==> src/rtl/sgf_seq_divider_pkg.sv <==
// Shared definitions for the sequential significand divider: FSM encodings and width helper.
package sgf_seq_divider_pkg;

  typedef logic [1:0] state_t;

  localparam state_t ST_IDLE = 2'd0;
  localparam state_t ST_CALC = 2'd1;
  localparam state_t ST_DONE = 2'd2;

  localparam int SW_DEF = 24;
  localparam int FW_DEF = 24;

  // Bits needed to hold values 0..v-1.
  function automatic int clog2(input int v);
    int r;
    int x;
    r = 0;
    x = v - 1;
    while (x > 0) begin
      r++;
      x = x >> 1;
    end
    return r;
  endfunction

endpackage

==> src/rtl/sgf_seq_divider_if.sv <==
// Request/result bundle between the FPU divide sequencer and the significand divider.
interface sgf_seq_divider_if #(
  parameter int SW = 24,
  parameter int FW = 24
);
  logic               start_i;
  logic [SW-1:0]      Data_A_i;
  logic [SW-1:0]      Data_B_i;
  logic               ready_o;
  logic               done_o;
  logic [SW+FW-1:0]   sgf_quot_o;
  logic [SW-1:0]      sgf_rem_o;
  logic               sticky_o;
  logic               div_zero_o;

  modport master (
    output start_i, Data_A_i, Data_B_i,
    input  ready_o, done_o, sgf_quot_o, sgf_rem_o, sticky_o, div_zero_o
  );

  modport slave (
    input  start_i, Data_A_i, Data_B_i,
    output ready_o, done_o, sgf_quot_o, sgf_rem_o, sticky_o, div_zero_o
  );
endinterface

==> src/rtl/sgf_div_step.sv <==
// One restoring-division iteration: shift in a dividend bit, trial-subtract the divisor.
module sgf_div_step #(
  parameter int SW = 24
) (
  input  logic [SW-1:0] p_rem,
  input  logic          in_bit,
  input  logic [SW-1:0] b,
  output logic [SW-1:0] p_next,
  output logic          qbit
);

  logic [SW:0] t;

  assign t    = {p_rem, in_bit};
  assign qbit = (t >= {1'b0, b});
  // P_rem < B keeps the difference below 2^SW, so truncation is lossless.
  assign p_next = qbit ? SW'(t - {1'b0, b}) : t[SW-1:0];

endmodule

==> src/rtl/sgf_seq_divider.sv <==
// Radix-2 restoring divider: Q = floor({A, FW zeros} / B), one quotient bit per clock.
module sgf_seq_divider
  import sgf_seq_divider_pkg::*;
#(
  parameter int SW = SW_DEF,
  parameter int FW = FW_DEF
) (
  input  logic              clk,
  input  logic              rst,
  sgf_seq_divider_if.slave  bus
);

  localparam int N  = SW + FW;
  localparam int CW = clog2(N + 1);

  state_t        state;
  logic [SW-1:0] b_r;
  logic [SW-1:0] p_rem;
  logic [SW-1:0] p_next;
  logic [N-1:0]  dvd;
  logic [N-1:0]  q_work;
  logic [CW-1:0] cnt;
  logic          qbit;
  logic          accept;

  logic [N-1:0]  quot_r;
  logic [SW-1:0] rem_r;
  logic          sticky_r;
  logic          dz_r;

  assign accept = bus.start_i && (state != ST_CALC);

  sgf_div_step #(.SW(SW)) u_step (
    .p_rem  (p_rem),
    .in_bit (dvd[N-1]),
    .b      (b_r),
    .p_next (p_next),
    .qbit   (qbit)
  );

  always_ff @(posedge clk) begin
    if (rst) begin
      state    <= ST_IDLE;
      b_r      <= '0;
      p_rem    <= '0;
      dvd      <= '0;
      q_work   <= '0;
      cnt      <= '0;
      quot_r   <= '0;
      rem_r    <= '0;
      sticky_r <= 1'b0;
      dz_r     <= 1'b0;
    end else begin
      case (state)
        ST_IDLE, ST_DONE: begin
          if (accept) begin
            b_r    <= bus.Data_B_i;
            dvd    <= N'(bus.Data_A_i) << FW;
            p_rem  <= '0;
            q_work <= '0;
            cnt    <= '0;
            if (bus.Data_B_i == '0) begin
              // Divide by zero short-circuits straight to a saturated result.
              state    <= ST_DONE;
              quot_r   <= '1;
              rem_r    <= '0;
              sticky_r <= 1'b0;
              dz_r     <= 1'b1;
            end else begin
              state <= ST_CALC;
              dz_r  <= 1'b0;
            end
          end else if (state == ST_DONE) begin
            state <= ST_IDLE;
          end
        end
        ST_CALC: begin
          p_rem  <= p_next;
          dvd    <= dvd << 1;
          q_work <= N'({q_work, qbit});
          cnt    <= cnt + 1'b1;
          if (cnt == CW'(N - 1)) begin
            state    <= ST_DONE;
            quot_r   <= N'({q_work, qbit});
            rem_r    <= p_next;
            sticky_r <= |p_next;
          end
        end
        default: state <= ST_IDLE;
      endcase
    end
  end

  assign bus.ready_o    = (state != ST_CALC);
  assign bus.done_o     = (state == ST_DONE);
  assign bus.sgf_quot_o = quot_r;
  assign bus.sgf_rem_o  = rem_r;
  assign bus.sticky_o   = sticky_r;
  assign bus.div_zero_o = dz_r;

endmodule
==> src/flat_wrapper.sv <==
// flat-port wrapper written by rule: the top's interface ports become plain ports
module sgf_seq_divider_flat import sgf_seq_divider_pkg::*;
#(
  parameter int SW = SW_DEF,
  parameter int FW = FW_DEF
)
  (clk, rst, bus_start_i, bus_Data_A_i, bus_Data_B_i, bus_ready_o, bus_done_o, bus_sgf_quot_o, bus_sgf_rem_o, bus_sticky_o, bus_div_zero_o);
  sgf_seq_divider_if #(.SW(SW), .FW(FW)) bus_i ();
  input  logic clk;
  input  logic rst;
  input wire logic [$bits(bus_i.start_i)-1:0] bus_start_i;
  input wire logic [$bits(bus_i.Data_A_i)-1:0] bus_Data_A_i;
  input wire logic [$bits(bus_i.Data_B_i)-1:0] bus_Data_B_i;
  output wire logic [$bits(bus_i.ready_o)-1:0] bus_ready_o;
  output wire logic [$bits(bus_i.done_o)-1:0] bus_done_o;
  output wire logic [$bits(bus_i.sgf_quot_o)-1:0] bus_sgf_quot_o;
  output wire logic [$bits(bus_i.sgf_rem_o)-1:0] bus_sgf_rem_o;
  output wire logic [$bits(bus_i.sticky_o)-1:0] bus_sticky_o;
  output wire logic [$bits(bus_i.div_zero_o)-1:0] bus_div_zero_o;
  assign bus_i.start_i = bus_start_i;
  assign bus_i.Data_A_i = bus_Data_A_i;
  assign bus_i.Data_B_i = bus_Data_B_i;
  assign bus_ready_o = bus_i.ready_o;
  assign bus_done_o = bus_i.done_o;
  assign bus_sgf_quot_o = bus_i.sgf_quot_o;
  assign bus_sgf_rem_o = bus_i.sgf_rem_o;
  assign bus_sticky_o = bus_i.sticky_o;
  assign bus_div_zero_o = bus_i.div_zero_o;
  sgf_seq_divider #(.SW(SW), .FW(FW)) u_core (.clk(clk), .rst(rst), .bus(bus_i));
endmodule
==> config.mk <==
export PLATFORM = sky130hd
export DESIGN_NAME = sgf_seq_divider_flat
export DESIGN_NICKNAME = d
export VERILOG_FILES = /design/src/rtl/sgf_seq_divider_pkg.sv /design/src/rtl/sgf_seq_divider_if.sv /design/src/rtl/sgf_div_step.sv /design/src/rtl/sgf_seq_divider.sv /design/src/flat_wrapper.sv
export SDC_FILE = /design/constraint.sdc
export NUM_CORES = 1
export LEC_CHECK = 0
export ABC_AREA = 1
export BUFFER_PORTS_ARGS = -buffer_cell sky130_fd_sc_hd__buf_2
export CAP_MARGIN = 20
export CELL_PAD_IN_SITES_DETAIL_PLACEMENT = 2
export CELL_PAD_IN_SITES_GLOBAL_PLACEMENT = 2
export CORE_MARGIN = 1
export CORE_UTILIZATION = 32
export CTS_CLUSTER_DIAMETER = 30
export CTS_CLUSTER_SIZE = 24
export DETAILED_ROUTE_END_ITERATION = 7
export PLACE_DENSITY_LB_ADDON = 0.1
export SYNTH_ARGS = -nofsm -noshare
export SYNTH_HDL_FRONTEND = slang
export SYNTH_SLANG_ARGS = --single-unit
==> constraint.sdc <==
create_clock -name clk -period 2.4 [get_ports clk]
set_input_delay 0.12 -clock clk [delete_from_list [all_inputs] [get_ports clk]]
set_output_delay 0.12 -clock clk [all_outputs]
set_load 0.005 [all_outputs]
==> results of run 1 <==
[power groups by stage]
| stage | combinational [mW] | sequential (mW) | clock, mW |
|---|---|---|---|
| finish | 3.29 | 3.72 | 8.18 |
| global route | 3.39 | 3.73 | 8.29 |
| CTS | 2.61 | 3.67 | 7.88 |
| detailed placement | 2.11 | 3.71 | 0 |
| global placement | 2.06 | 3.70 | 0 |
| floorplan | 1.11 | 3.70 | 0 |
[layout by cell type, fill, tap and decap left out, types with 24 or more instances in the layout]
| master | instances |
|---|---|
| dlygate4sd3_1 | 46 |
| nand2_1 | 341 |
| a21oi_1 | 117 |
| buf_2 | 125 |
| buf_4 | 171 |
| dfxtp_1 | 170 |
| o21ai_0 | 99 |
| inv_2 | 39 |
| nand2_4 | 24 |
| nor2_1 | 67 |
| nor3_1 | 49 |
| dfxtp_2 | 30 |
| clkbuf_16 | 53 |
| ha_4 | 24 |
| inv_1 | 77 |
| nand2_2 | 94 |
[routing by layer]
metal	part of all wire	routed length, um	vias up
li1	-	-	5133
met1	0.37	24700	6131
met2	0.52	34100	578
met3	0.049	3230	267
met4	0.061	4030	0
met5	0	0	-
[final timing paths]
kind	to	cells after the start	slack, ns	start
worst max register to register	u_core.bus.sticky_o	17	-0.50	u_core.b_r[18]
worst min-delay path	u_core.b_r[0]	3	0.11	bus_Data_B_i[0]
worst min register to register	u_core.cnt[5]	2	0.50	u_core.cnt[5]
worst max-delay path	u_core.bus.sticky_o	17	-0.50	u_core.b_r[18]
[timing repair]
| item | in CTS | in global routing |
|---|---|---|
| setup endpoints to repair | 47 | 49 |
| endpoints found under the hold margin | 45 | 1 |
| hold buffers | 45 | 1 |
| pin swaps | 46 | 76 |
| gates resized for setup | 146 | 199 |
| cloned | 1 | 0 |
| setup buffers | 23 | 21 |
[flip-flops by register name, indices dropped and copies added, names as in the netlist]
name / count
u_core.bus.sgf_rem_o: 24
u_core.b_r: 24
u_core.dvd: 24
u_core.q_work: 47
u_core.bus.sticky_o: 1
u_core.p_rem: 24
u_core.cnt: 6
u_core.bus.sgf_quot_o: 48
u_core.bus.div_zero_o: 1
u_core.state: 2
[worst register-to-register path, cell delays in order, from the launching register on]
cell	delay, ns
dfxtp_1	0.39
inv_2	0.09
ha_4	0.33
nand2_2	0.13
nor2_4	0.19
inv_1	0.08
nor2_2	0.15
nand3b_1	0.19
nand4_1	0.24
nand2_2	0.15
nand2_4	0.09
nand2_2	0.07
nor2_1	0.14
nand2_1	0.13
nor2_4	0.18
nand3_2	0.09
nand2_1	0.07
a21oi_1	0.07
[layout make-up]
cell class | count | area [um^2]
Tap cell | 384 | 480
Timing Repair Buffer | 352 | 2540
Antenna cell | 1 | 2.50
Multi-Input combinational cell | 979 | 5680
Clock inverter | 30 | 487
Fill cell | 3059 | 13600
Clock buffer | 69 | 1470
Sequential cell | 201 | 4070
Inverter | 125 | 495
[logic make-up after synthesis]
logic type | after synthesis
simple gates | 678
compound gates | 266
flops | 201
buf+inv | 198
fa+ha+maj | 26
xor+xnor | 9
[metrics by stage]
step                total power, mW  utilization  std cells  setup slack [ns]
floorplan                      4.81            -       1378             0.265
global placement               5.76        0.394       1954            -0.289
detailed placement             5.82        0.394       1954            -0.338
CTS                            14.2        0.505       2122           -0.0752
global route                   15.4        0.529       2141            -0.497
finish                         15.2        0.529       2141            -0.505
==> results.py, run 1 <==
metrics = {
    "status": {
        "outcome": "finished with violations",
        "violations": "setup timing",
    },
    "timing": {
        "timing.final.ws_setup_ns": -0.505,
        "timing.hold.ws_ns": 0.111,
        "slew_headroom": 0.455,
        "final.period_utilization": 1.21,
        "setup_tns_ns": -12.15,
        "finalHoldViolCount": 0,
        "setup-violations-final": 87,
        "drv_slew": 0,
        "period_needed_ns": 2.90,
        "tightest_slew_ns": 0.817,
        "skew_ns": 0.0266,
        "rsz0062_at_grt": "yes",
        "fmax_mhz": 344,
    },
    "synthesis": {
        "synthMuxAreaShare": 0,
        "synth-simple-area-share": 0.300,
        "synthArstFlopShare": 0,
        "yosysMostFrequentCell": "nand2_1",
        "synth_top_family_by_area": "simple AND/OR/NAND/NOR gates",
        "yosys-top-cells-count": "nand2_1, dfxtp_1, a21oi_1",
        "synthCells": 1378,
        "synth_ff_type": "dfxtp_1",
        "ys_seq_area_frac": 0.428,
        "avgSynthCellArea_um2": 6.82,
        "ys_warn_count": 0,
        "yosysTopAreaCellShare": 0.428,
        "synth_compound_area_frac": 0.146,
        "ys_seq_elements": 201,
        "synthAdderAreaFrac": 0.0354,
        "synth_fp_nets": 1455,
        "synth.largest_area_cell": "dfxtp_1",
        "syn-cell-area_um2": 9390,
        "ys_top_cells_by_area": "dfxtp_1, nand2_1, a21oi_1, o21ai_0, inv_1",
        "synth_cell_types": 34,
        "synth_edf_count": 0,
        "synth_xor_area_frac": 0.00839,
    },
    "routing": {
        "drc": 0,
        "first_iter_violations": 915,
        "ant_nets": 0,
        "vias": 12100,
        "wl_per_cell_um": 30.8,
        "drt-vias-per-instance": 5.66,
        "drtPass1Iterations": 5,
        "drt-total-wl_mm": 66.0,
    },
    "global_routing": {
        "met1_usage": 0.392,
        "grt_pass1_vias": 13300,
        "top_usage_layer": "met2",
        "grt-ovfl-total": 0,
        "grtUsageMet3": 0.0491,
        "grt_max_degree": 97,
        "antenna_found_initial": 1,
        "grt_usage": 0.363,
        "grt_pass1_wl_mm": 83.7,
        "use_met2": 0.690,
    },
    "job": {
        "cap_violations": 0,
    },
    "power": {
        "p_clk_frac": 0.538,
        "p_switching_mw": 4.94,
        "powerDensity_nw_per_um2": 998,
        "leakagePower_nw": 6.77,
        "intPower_mw": 10.3,
        "swShare": 0.325,
        "power_frac_comb": 0.217,
        "peakVddDrop_mv": 0.818,
        "p_seq_frac": 0.245,
    },
    "clock_tree": {
        "cts_buffers": 53,
        "h-tree-depth": 2,
        "cts_tree": "yes",
        "clk_latency_ns": 0.59,
        "clk_pin_slew_ns": 0.05,
        "cts.sinks": 201,
        "clk_path_buf_depth": 3,
        "root_buffer": "clkbuf_16",
    },
    "placement": {
        "io_buffers": 126,
        "placedInstanceArea_um2": 11300,
        "dpl.hpwl_mm": 25.4,
        "gp_congestion": 0.832,
    },
    "die": {
        "core_area_um2": 28800,
        "pin_count": 127,
        "initial_utilization": 0.326,
        "die_h_um": 173,
        "dieArea_um2": 30000,
        "rows": 62,
        "fp.dieW_um": 173,
    },
    "worst_setup_path": {
        "worst_ep_required_time_ns": 2.83,
        "cp_top_family": "simple AND/OR/NAND/NOR gates",
        "crit_top_cell": "nand2_2",
        "cp_num_buf_inv": 2,
        "critPathLaunchType": "flip-flop",
        "slowest_stage": "dfxtp_1",
        "path_cells": "inv_2 > ha_4 > nand2_2 > nor2_4 > inv_1 > nor2_2 > nand3b_1 > nand4_1 > nand2_2 > nand2_4 > nand2_2 > nor2_1 > nand2_1 > nor2_4 > nand3_2 > nand2_1 > a21oi_1",
        "endpoint_kind": "flip-flop",
        "crit_arrival_ns": 3.33,
        "path_class": "flip-flop to flip-flop",
        "max_stage_delay_ns": 0.39,
        "crit_path_max_fanout": 4,
    },
    "final_layout": {
        "drive_above_1_share": 0.402,
        "nets": 1789,
        "syn2layout_area_growth_pct": 62.0,
        "final_area_um2": 15200,
    },
    "hold_path": {
        "hp-class": "input port to flip-flop",
    },
}
(Power assumes the default switching activity.)
==> run 2: changes to the inputs <==
--- a/config.mk
+++ b/config.mk
@@ -15,7 +15,7 @@
 export CTS_CLUSTER_DIAMETER = 30
 export CTS_CLUSTER_SIZE = 24
 export DETAILED_ROUTE_END_ITERATION = 7
-export PLACE_DENSITY_LB_ADDON = 0.1
+export PLACE_DENSITY = 0.82
 export SYNTH_ARGS = -nofsm -noshare
 export SYNTH_HDL_FRONTEND = slang
 export SYNTH_SLANG_ARGS = --single-unit
==> results.py, run 2 (same netlist as run 1, synthesis figures left out) <==
metrics = {
    "global_routing": {
        "grt_pass1_wl_mm": 90.2,
        "grt_pass1_vias": 13700,
        "grt_max_degree": 104,
        "grt-ovfl-total": 0,
        "antenna_found_initial": 4,
        "grt_usage": 0.395,
    },
    "worst_setup_path": {
        "r2r_setup_slack_ns": -0.85,
        "path_class": "flip-flop to flip-flop",
        "cp_top_family": "buffers and inverters",
        "crit_arrival_ns": 3.65,
        "slowest_stage": "a21oi_1",
        "cp_num_buf_inv": 4,
        "critPathLaunchType": "flip-flop",
        "worst_ep_required_time_ns": 2.80,
        "max_stage_delay_ns": 0.75,
        "path_cells": "inv_1 > nor2_4 > inv_2 > nand2_1 > inv_2 > buf_4 > nand2_1 > a21oi_1",
        "endpoint_kind": "flip-flop",
        "crit_path_max_fanout": 34,
    },
    "clock_tree": {
        "clk_path_buf_depth": 3,
        "clk_latency_ns": 0.60,
        "root_buffer": "clkbuf_16",
        "cts_buffers": 48,
        "cts.sinks": 201,
        "h-tree-depth": 2,
        "cts_tree": "yes",
        "clk_pin_slew_ns": 0.05,
    },
    "final_layout": {
        "final_area_um2": 15200,
        "nets": 1775,
        "largest_reg_flops": 48,
        "nFillCells": 3087,
        "final_cell_mix": "nand2_1, dfxtp_1, buf_4",
        "final_common_cell": "nand2_1",
        "multiInputGateArea_um2": 5920,
        "drive_above_1_share": 0.392,
        "seq_area_um2": 4050,
        "final_util": 0.527,
        "syn2layout_area_growth_pct": 61.5,
    },
    "timing": {
        "rsz0062_at_grt": "yes",
        "timing.hold.ws_ns": -0.0405,
        "setup-violations-final": 107,
        "period_needed_ns": 3.25,
        "setup_tns_ns": -21.46,
        "skew_ns": 0.0411,
        "tightest_slew_ns": 1.18,
        "timing.final.ws_setup_ns": -0.845,
        "slew_headroom": 0.206,
        "finalHoldViolCount": 1,
        "final.period_utilization": 1.35,
        "drv_slew": 0,
        "fmax_mhz": 308,
    },
    "power": {
        "peakVddDrop_mv": 0.848,
        "p_seq_frac": 0.258,
        "powerDensity_nw_per_um2": 954,
        "intPower_mw": 9.36,
        "leakagePower_nw": 6.79,
        "p_clk_frac": 0.487,
        "power_frac_comb": 0.255,
        "p_switching_mw": 5.11,
        "swShare": 0.353,
    },
    "routing": {
        "drtPass1Iterations": 7,
        "wl_per_cell_um": 35.9,
        "drt-total-wl_mm": 76.1,
        "ant_nets": 0,
        "vias": 13000,
        "drc": 0,
        "drt-vias-per-instance": 6.12,
        "first_iter_violations": 1235,
    },
    "placement": {
        "place_ws_ns": -0.401,
        "dpl.hpwl_mm": 27.0,
        "io_buffers": 126,
        "gp_congestion": 0.861,
        "placedInstanceArea_um2": 11400,
    },
    "die": {
        "initial_utilization": 0.326,
        "core_area_um2": 28800,
        "pin_count": 127,
        "fp.dieW_um": 173,
        "rows": 62,
        "die_h_um": 173,
        "dieArea_um2": 30000,
    },
    "status": {
        "outcome": "finished with violations",
        "violations": "hold timing, setup timing",
    },
    "hold_path": {
        "hp-class": "input port to flip-flop",
    },
    "job": {
        "cap_violations": 0,
    },
}
[run 2: cell types whose count changed in the layout (fill, tap and decap cells not counted), moves of 6 or more]
cell / previous run / this run
a21oi_1: 117 / 110
buf_4: 171 / 149
buf_6: 3 / 13
clkbuf_1: 8 / 15
dfxtp_1: 170 / 181
dfxtp_2: 30 / 18
nand2_1: 341 / 327
nand2_2: 94 / 88
nand2_4: 24 / 41
nor2_2: 21 / 11
[run 2: path summary, 6_finish.rpt]
check	start	endpoint	depth (start not counted)
max	u_core.state[0]	u_core.q_work[40]	8
min	bus_Data_B_i[1]	u_core.b_r[1]	3
max reg2reg	u_core.state[0]	u_core.q_work[40]	8
min reg2reg	u_core.b_r[14]	u_core.b_r[14]	2
[run 2: layout make-up]
cell class,instances,share of cell area
antenna,2,0.000330
clock buffer,69,0.0883
clock inverter,19,0.0191
inverter,125,0.0322
multi-input combinational,979,0.390
sequential,201,0.267
tap,384,0.0317
timing repair buffer,343,0.171
[run 2: layer usage]
layer	vias up	global-route usage	share of wire	wire length, um
met4	6	0.243	0.090	6840
met3	459	0.0671	0.082	6250
met2	888	0.723	0.46	35300
li1	5111	-	-	-
met5	-	0	0.0016	121
met1	6515	0.422	0.36	27600
[run 2: tightest hold or removal path, delay by kind of cell]
kind                   cells  cell delay (ns)
AOI/OAI and AO/OA          2             0.26
buffers and inverters      1             0.13
[run 2: timing repair]
action,4_1_cts,5_1_grt
buffers inserted,3,26
endpoints found under the hold margin,43,0
resized for setup,106,287
pin swaps,10,72
hold buffers,43,0
gates cloned,0,2
setup endpoints to repair,50,51
[run 2: power by group through the flow]
stage               Sequential (mW)  Combinational (mW)  Clock [mW]
floorplan                      3.70                1.11           0
global placement               3.70                2.04           0
detailed placement             3.71                2.17           0
CTS                            3.68                2.59        6.75
global route                   3.74                3.72        7.18
finish                         3.74                3.69        7.04
[run 2: stage by stage]
stage                     std cells  total power, mW
after floorplan                1378             4.81
after global placement         1960             5.74
after detailed placement       1960             5.88
after CTS                      2094             13.0
after global routing           2121             14.6
final                          2122             14.5
